===== config.mk =====
export PLATFORM = sky130hd
export DESIGN_NAME = operand_read_unit
export DESIGN_NICKNAME = d
export VERILOG_FILES = /design/src/rtl/vr16_pkg.sv /design/src/rtl/operand_select.sv /design/src/rtl/operand_read_unit.sv
export SDC_FILE = /design/constraint.sdc
export NUM_CORES = 1
export LEC_CHECK = 0
export ABC_AREA = 1
export CAP_MARGIN = 20
export CORE_MARGIN = 4
export CORE_UTILIZATION = 45
export DETAILED_ROUTE_END_ITERATION = 8
export GPL_TIMING_DRIVEN = 0
export PLACE_DENSITY = 0.81
export SYNTH_ARGS = -nofsm -noshare
export SYNTH_HDL_FRONTEND = slang
export SYNTH_SLANG_ARGS = --single-unit

===== constraint.sdc =====
create_clock -name clk -period 1.9 [get_ports clk]
set_input_delay 0.38 -clock clk [delete_from_list [all_inputs] [get_ports clk]]
set_output_delay 0.38 -clock clk [all_outputs]
set_load 0.01 [all_outputs]

===== src/rtl/vr16_pkg.sv =====
// Shared definitions for the vr16 register-file read path: data width,
// register encodings and the operand stage state type.
package vr16_pkg;

  localparam int WIDTH_DEFAULT = 16;

  localparam logic [1:0] REG_A = 2'b00;
  localparam logic [1:0] REG_B = 2'b01;
  localparam logic [1:0] REG_C = 2'b10;
  localparam logic [1:0] REG_D = 2'b11;

  typedef enum logic {
    EMPTY = 1'b0,
    FULL  = 1'b1
  } stage_state_t;

endpackage : vr16_pkg


===== src/rtl/operand_select.sv =====
// 4:1 register mux with same-edge writeback bypass, one per source operand.
module operand_select
  import vr16_pkg::*;
#(
  parameter int WIDTH = WIDTH_DEFAULT
) (
  input  logic [1:0]       sel,
  input  logic [WIDTH-1:0] reg_a,
  input  logic [WIDTH-1:0] reg_b,
  input  logic [WIDTH-1:0] reg_c,
  input  logic [WIDTH-1:0] reg_d,
  input  logic             wb_enable,
  input  logic [1:0]       wb_select,
  input  logic [WIDTH-1:0] wb_data,
  output logic [WIDTH-1:0] operand
);

  logic [WIDTH-1:0] mux_s;

  // Register mux, then a writeback landing on the same register overrides it
  always_comb begin
    mux_s = reg_a;
    case (sel)
      REG_A:   mux_s = reg_a;
      REG_B:   mux_s = reg_b;
      REG_C:   mux_s = reg_c;
      REG_D:   mux_s = reg_d;
      default: mux_s = reg_a;
    endcase
    if (wb_enable && (wb_select == sel)) begin
      operand = wb_data;
    end else begin
      operand = mux_s;
    end
  end

endmodule : operand_select


===== src/rtl/operand_read_unit.sv =====
// Single-entry operand stage between decode and the ALU; held operands track
// later writebacks to their source registers while stalled.
module operand_read_unit
  import vr16_pkg::*;
#(
  parameter int WIDTH = WIDTH_DEFAULT
) (
  input  logic             clk,
  input  logic             reset,
  input  logic             req_valid,
  output logic             req_ready,
  input  logic [1:0]       src_a_sel,
  input  logic [1:0]       src_b_sel,
  input  logic [1:0]       dst_sel,
  input  logic [WIDTH-1:0] reg_a_out,
  input  logic [WIDTH-1:0] reg_b_out,
  input  logic [WIDTH-1:0] reg_c_out,
  input  logic [WIDTH-1:0] reg_d_out,
  input  logic             wb_enable,
  input  logic [1:0]       wb_select,
  input  logic [WIDTH-1:0] wb_data,
  output logic             op_valid,
  input  logic             op_ready,
  output logic [WIDTH-1:0] op_a,
  output logic [WIDTH-1:0] op_b,
  output logic [1:0]       op_dst
);

  stage_state_t     state_r;
  logic [1:0]       sel_a_r;
  logic [1:0]       sel_b_r;
  logic [WIDTH-1:0] op_a_r;
  logic [WIDTH-1:0] op_b_r;
  logic [1:0]       op_dst_r;
  logic [WIDTH-1:0] load_a_s;
  logic [WIDTH-1:0] load_b_s;
  logic             accept_s;

  operand_select #(.WIDTH(WIDTH)) u_sel_a (
    .sel       (src_a_sel),
    .reg_a     (reg_a_out),
    .reg_b     (reg_b_out),
    .reg_c     (reg_c_out),
    .reg_d     (reg_d_out),
    .wb_enable (wb_enable),
    .wb_select (wb_select),
    .wb_data   (wb_data),
    .operand   (load_a_s)
  );

  operand_select #(.WIDTH(WIDTH)) u_sel_b (
    .sel       (src_b_sel),
    .reg_a     (reg_a_out),
    .reg_b     (reg_b_out),
    .reg_c     (reg_c_out),
    .reg_d     (reg_d_out),
    .wb_enable (wb_enable),
    .wb_select (wb_select),
    .wb_data   (wb_data),
    .operand   (load_b_s)
  );

  // Ready is combinational so a draining entry can be replaced in the same cycle
  assign req_ready = !reset && ((state_r == EMPTY) || op_ready);
  assign accept_s  = req_valid && req_ready;

  assign op_valid = (state_r == FULL);
  assign op_a     = op_a_r;
  assign op_b     = op_b_r;
  assign op_dst   = op_dst_r;

  // Stage FSM with load, drain and stall-time refresh of the held operands
  always_ff @(posedge clk or posedge reset) begin
    if (reset) begin
      state_r  <= EMPTY;
      sel_a_r  <= REG_A;
      sel_b_r  <= REG_A;
      op_a_r   <= {WIDTH{1'b0}};
      op_b_r   <= {WIDTH{1'b0}};
      op_dst_r <= 2'b00;
    end else begin
      case (state_r)
        EMPTY: begin
          if (accept_s) begin
            state_r  <= FULL;
            sel_a_r  <= src_a_sel;
            sel_b_r  <= src_b_sel;
            op_a_r   <= load_a_s;
            op_b_r   <= load_b_s;
            op_dst_r <= dst_sel;
          end else begin
            state_r <= EMPTY;
          end
        end
        FULL: begin
          if (op_ready) begin
            if (accept_s) begin
              state_r  <= FULL;
              sel_a_r  <= src_a_sel;
              sel_b_r  <= src_b_sel;
              op_a_r   <= load_a_s;
              op_b_r   <= load_b_s;
              op_dst_r <= dst_sel;
            end else begin
              state_r <= EMPTY;
            end
          end else begin
            // Stalled: keep the held copy equal to the register it came from
            state_r <= FULL;
            if (wb_enable && (wb_select == sel_a_r)) begin
              op_a_r <= wb_data;
            end else begin
              op_a_r <= op_a_r;
            end
            if (wb_enable && (wb_select == sel_b_r)) begin
              op_b_r <= wb_data;
            end else begin
              op_b_r <= op_b_r;
            end
          end
        end
        default: begin
          state_r <= EMPTY;
        end
      endcase
    end
  end

endmodule : operand_read_unit

==> flow_summary.toml, run 1 <==
[worst_setup_path]
cp-start-kind = "input pin"
ff2ff_setup_slack_ns = 0.24
critPathSlowestCell = "dlygate4sd2_1"
required_ns = 2.14
rr_worst_depth = 9
end_kind = "register"
r2r-start = "op_valid$_DFF_PP0_"
crit_start = "src_b_sel[1]"
crit_fanout = 10
worst_r2r_endpoint = "op_b[9]$_DFFE_PP0P_"
critical_path_class = "input pin to register"
path_common_cell = "nand2_1"
endpoint = "op_b[4]$_DFFE_PP0P_"
slowest_delay_ns = 0.48
arrival_ns = 2.03
crit_chain = "dlygate4sd2_1 > inv_1 > nor2_4 > buf_2 > nand2_1 > nand4_1 > nand2_1 > nand3_1 > nand2_1 > nand2_1"

[floorplan]
die_h_um = 95.1
die_w_um = 95.1
rows = 31
core-area_um2 = 7330
io_pins = 129
die-area_um2 = 9050
initial_core_util_pct = 46.6

[pwr]
ir_drop_mv = 0.421
power.leakage_uw = 0.00250
p_per_area_nw_per_um2 = 713

[clocking]
cts_sinks = 39
ctsHoldBuffers = 0
clockRootBuffer = "clkbuf_8"
clkTransAtPathRegs_ns = 0.08
cts_made_buffers = 5
worst_skew_pair.late_latency_ns = 0.30
cts_tree = "yes"
cts.htree.levels = 2
cts_max_path_buffers = 2

[logic_synthesis]
synth_top_family_by_area = "simple AND/OR/NAND/NOR gates"
synth_cell_types = 23
synth_compound_area_share_pct = 2.31
synth_xor_area_share_pct = 1.25
synth-seq-area-share_pct = 28.6
yosys.area_share.adder_pct = 0
synth_seq_cells = 39
syn_area_um2 = 3420
synth_nets = 697
synth_cells = 604
synthSimpleGateAreaFrac_pct = 60.8
synth_mux_area_share_pct = 0
yosys_warnings = 0
syn-mean-instance-area_um2 = 5.66

[sta]
rsz0062_at_grt = "false"
worst_slack_ns = 0.107
period_minus_slack_ns = 1.79
fin_crit_sh_pct = 94.4
slew_headroom_pct = 44.6
skew_ns = 0.00488
tightest_slew_ns = 0.831
fin_hold_ws_ns = 0.496
setup_viol = 0
final-hold-violation-count = 0
drv_slew = 0
fmax_mhz = 558

[place]
dp_hpwl_mm = 9.89
place_ws_ns = -0.447
dp.cells = 831
gp_routability_congestion = 0.982
port_buffers = 128

[routing]
drt_iter0_drc = 419
drcViolationCount = 0
wirelength_mm = 12.9
vias = 4597
post_drt_wl_per_cell_um = 15.1
postRouteAntennaNets = 0
vias_per_cell = 5.41
dr.pass1.iters = 6

[grt]
grt_overflow_total = 0
grt_pass1_wl_mm = 19.9
grt_max_degree = 40
track_usage_pct = 27.9
antenna_found_initial = 0
grt_pass1_vias = 4224

[final_layout]
antenna_cells = 0
fin_cells = 850
synthToLayoutAreaGrowth_pct = 49.2
layout.nets = 843
drive_gt1_share_pct = 10.5
final_core_util_pct = 69.5

[min_path]
hp-class = "register to register"

[run]
cap_violations = 0

[run_status]
status = "complete, no violations"
## logic make-up (layout without fill, tap and decap cells)
group / count (synthesis) / after routing
xor+xnor: 4 / 4
compound gates: 15 / 15
flops: 39 / 39
simple gates: 494 / 494
buf+inv: 52 / 199
## cell type report
| type | count | area (um2) |
|---|---|---|
| buffer | 28 | 174 |
| tap | 99 | 124 |
| sequential | 39 | 976 |
| multi-input combinational | 513 | 2250 |
| clock buffer | 6 | 82.6 |
| inverter | 24 | 90.1 |
| fill | 645 | 2230 |
| timing repair buffer | 139 | 1370 |
| clock inverter | 2 | 35.0 |
## through the flow
stage	power [uW]	instance area, um2	setup TNS [ns]
final	3640	5100	0
after global routing	3860	5100	0
after CTS	3580	4960	0
after detailed placement	2840	4820	-10.66
after global placement	2800	4820	-20.89
after floorplan	1970	3420	0
## how the worst min path moves through the flow
stage                                 from                     end  cells after the start
global placement     op_dst[1]$_DFFE_PP0P_   op_dst[1]$_DFFE_PP0P_                      2
CTS                  op_dst[0]$_DFFE_PP0P_   op_dst[0]$_DFFE_PP0P_                      2
floorplan           sel_a_r[1]$_DFFE_PP0P_  sel_a_r[1]$_DFFE_PP0P_                      2
global route           op_a[1]$_DFFE_PP0P_     op_a[1]$_DFFE_PP0P_                      2
finish               op_dst[1]$_DFFE_PP0P_   op_dst[1]$_DFFE_PP0P_                      2
detailed placement   op_dst[1]$_DFFE_PP0P_   op_dst[1]$_DFFE_PP0P_                      2
## synth_stat cells
master	count	area, um2
nor2_4	1	11.3
inv_1	18	67.6
nand3_1	68	340
a21oi_2	1	8.76
nand4_1	30	188
nand2_2	4	25.0
o21ai_1	1	5.00
xnor2_2	1	16.3
nor2_1	69	259
inv_2	5	18.8
or2_1	1	6.26
or2_2	12	75.1
buf_2	16	80.1
buf_4	5	37.5
or2_0	1	6.26
o21ai_0	13	65.1
buf_6	1	11.3
dfrtp_1	39	976
nand2_1	304	1140
xnor2_1	3	26.3
nor2_2	4	25.0
clkinv_1	1	3.75
clkbuf_1	6	22.5
## cell usage in the layout, fill, tap and decap left out, drive strengths merged, types with 14 or more instances in the layout
cell	n
buf	29
clkbuf	16
clkdlybuf4s50	122
dfrtp	39
inv	23
nand2	308
nand3	68
nand4	30
nor2	74
o21ai	14
or2	14
## metal layers
metal,part of all wire (%),routed length [um],track usage [%]
met1,43,5540,38.3
met2,46,5940,46.6
met3,8.9,1140,3.08
met4,2.0,252,7.45
met5,0,0,0
## where the power goes
part	leakage (uW)	internal (uW)	switching (uW)
Sequential	0.000462	1040	182
Combinational	0.00197	832	831
Clock	0.0000612	426	326
## flip-flops by register name (all words and copies together) (netlist names)
| register | count |
|---|---|
| op_dst | 2 |
| op_a | 16 |
| sel_b_r | 2 |
| op_b | 16 |
| op_valid | 1 |
| sel_a_r | 2 |
## worst max-delay path, delay by kind of cell
kind	cells	cell delay, ns
buffers and inverters	3	0.92
AND/OR/NAND/NOR	7	0.72
## what timing repair did
action / CTS / global route
resized for setup: 8 / 23
buffers inserted: 1 / 10
setup endpoints to repair: 21 / 25
pin swaps: 1 / 2
Note: power is estimated with default switching activity, not from simulation.
==> run 2: changes to the inputs <==
--- a/config.mk
+++ b/config.mk
@@ -11,6 +11,7 @@
 export CORE_UTILIZATION = 45
 export DETAILED_ROUTE_END_ITERATION = 8
 export GPL_TIMING_DRIVEN = 0
+export MAX_ROUTING_LAYER = met4
 export PLACE_DENSITY = 0.81
 export SYNTH_ARGS = -nofsm -noshare
 export SYNTH_HDL_FRONTEND = slang
==> flow_summary.toml, run 2 (same netlist as run 1, synthesis figures left out) <==
[run_status]
status = "complete, no violations"

[final_layout]
synthToLayoutAreaGrowth_pct = 47.5
antenna_cells = 0
drive_gt1_share_pct = 9.41
final_cell_mix = "303 x nand2_1, 121 x clkdlybuf4s50_1, 68 x nand3_1"
layout.nets = 836
fin_area_um2 = 5040
layout_commonest_cell = "nand2_1"

[place]
placed_area_um2 = 4820
dp_hpwl_mm = 9.94
place_ws_ns = -0.360
port_buffers = 128
gp_routability_congestion = 0.976

[pwr]
power_frac_comb_pct = 45.4
swShare_pct = 36.8
power.leakage_uw = 0.00247
power.total_uw = 3620
p_clk_share_pct = 20.7
p_seq_share_pct = 33.9
p_per_area_nw_per_um2 = 718
power.internal_uw = 2280
power_switching_uw = 1330
ir_drop_mv = 0.334

[min_path]
hp-class = "register to register"
hold_depth = 2
hold_path_end = "op_dst[0]$_DFFE_PP0P_"
min_from = "op_dst[0]$_DFFE_PP0P_"

[sta]
final-hold-violation-count = 0
tightest_slew_ns = 0.841
period_minus_slack_ns = 1.78
worst_slack_ns = 0.118
drv_slew = 0
fin_crit_sh_pct = 93.8
slew_headroom_pct = 43.8
fmax_mhz = 561
tns_ns = 0
setup_viol = 0
skew_ns = 0.00160
rsz0062_at_grt = "true"

[grt]
use_met2_pct = 45.7
grtUsageMet3_pct = 3.47
busiest_layer = "met2"
grtUsageMet1_pct = 39.8
grt_pass1_wl_mm = 20.2
grt_max_degree = 40
grt_overflow_total = 0
track_usage_pct = 29.2
antenna_found_initial = 0
grt_pass1_vias = 4217

[worst_setup_path]
required_ns = 1.52
cp-start-kind = "input pin"
end_kind = "primary output"
arrival_ns = 1.40
crit_fanout = 7
r2r-start = "op_valid$_DFF_PP0_"
critical_path_class = "input pin to primary output"
worst_r2r_endpoint = "op_a[0]$_DFFE_PP0P_"
rr_worst_depth = 11
ff2ff_setup_slack_ns = 0.25

[routing]
postRouteAntennaNets = 0
vias_per_cell = 5.37
dr.pass1.iters = 5
vias = 4528
wirelength_mm = 12.9
post_drt_wl_per_cell_um = 15.3
drcViolationCount = 0
drt_iter0_drc = 396

[clocking]
cts_made_buffers = 5
clkTransAtPathRegs_ns = 0.08
cts_sinks = 39
clockRootBuffer = "clkbuf_8"
cts_max_path_buffers = 2
ctsHoldBuffers = 0
worst_skew_pair.late_latency_ns = 0.30
cts_tree = "yes"
cts.htree.levels = 2

[floorplan]
io_pins = 129
core-area_um2 = 7330
die-area_um2 = 9050
rows = 31
die_h_um = 95.1
initial_core_util_pct = 46.6
die_w_um = 95.1

[run]
cap_violations = 0
## run 2: layer usage
metal	vias up	part of all wire, %
li1	2196	-
met1	2062	44
met2	257	47
met3	13	7.8
met4	0	1.3
met5	-	0
## run 2: worst max-delay path by stage
| stage | startpoint | endpoint |
|---|---|---|
| 2_1_floorplan | op_valid$_DFF_PP0_ | op_a[0]$_DFFE_PP0P_ |
| 3_3_place_gp | src_b_sel[0] | op_b[13]$_DFFE_PP0P_ |
| 3_5_place_dp | src_b_sel[1] | op_b[13]$_DFFE_PP0P_ |
| 4_1_cts | src_a_sel[1] | op_a[1]$_DFFE_PP0P_ |
| 5_1_grt | op_ready | op_a[14]$_DFFE_PP0P_ |
| 6_report | op_ready | req_ready |
## run 2: final cells by class
cell class	instances	area (um2)
flip-flops and latches	39	976
fillers	661	2290
inverters	24	90.1
clock buffers	6	82.6
repair buffers	132	1310
clock inverters	2	35.0
multi-input cells	513	2240
plain buffers	28	174
well taps	99	124
## run 2: critical path, stage by stage
cell             delay [ns]
clkdlybuf4s50_1        0.44
nor2_4                 0.22
nor2_2                 0.07
dlygate4sd2_1          0.29
## run 2: stage by stage
step / std cells / util (%) / hold WS [ns]
finish: 843 / 68.7 / 0.502
global route: 843 / 68.7 / 0.529
CTS: 839 / 67.7 / 0.498
detailed placement: 831 / 65.8 / 0.471
global placement: 831 / 65.8 / 0.467
floorplan: 604 / - / 0.467
## run 2: timing repair
item | in CTS | in global routing
pin swaps | 0 | 2
resized for setup | 9 | 23
buffers inserted | 0 | 4
endpoints found under the setup margin | 10 | 25
## run 2: power by group through the flow
stage,logic [uW],registers (uW),clock network [uW]
after CTS,1610,1220,750
final,1640,1230,748
after floorplan,678,1290,0
after global placement,1580,1230,0
after detailed placement,1600,1230,0
after global routing,1810,1250,786
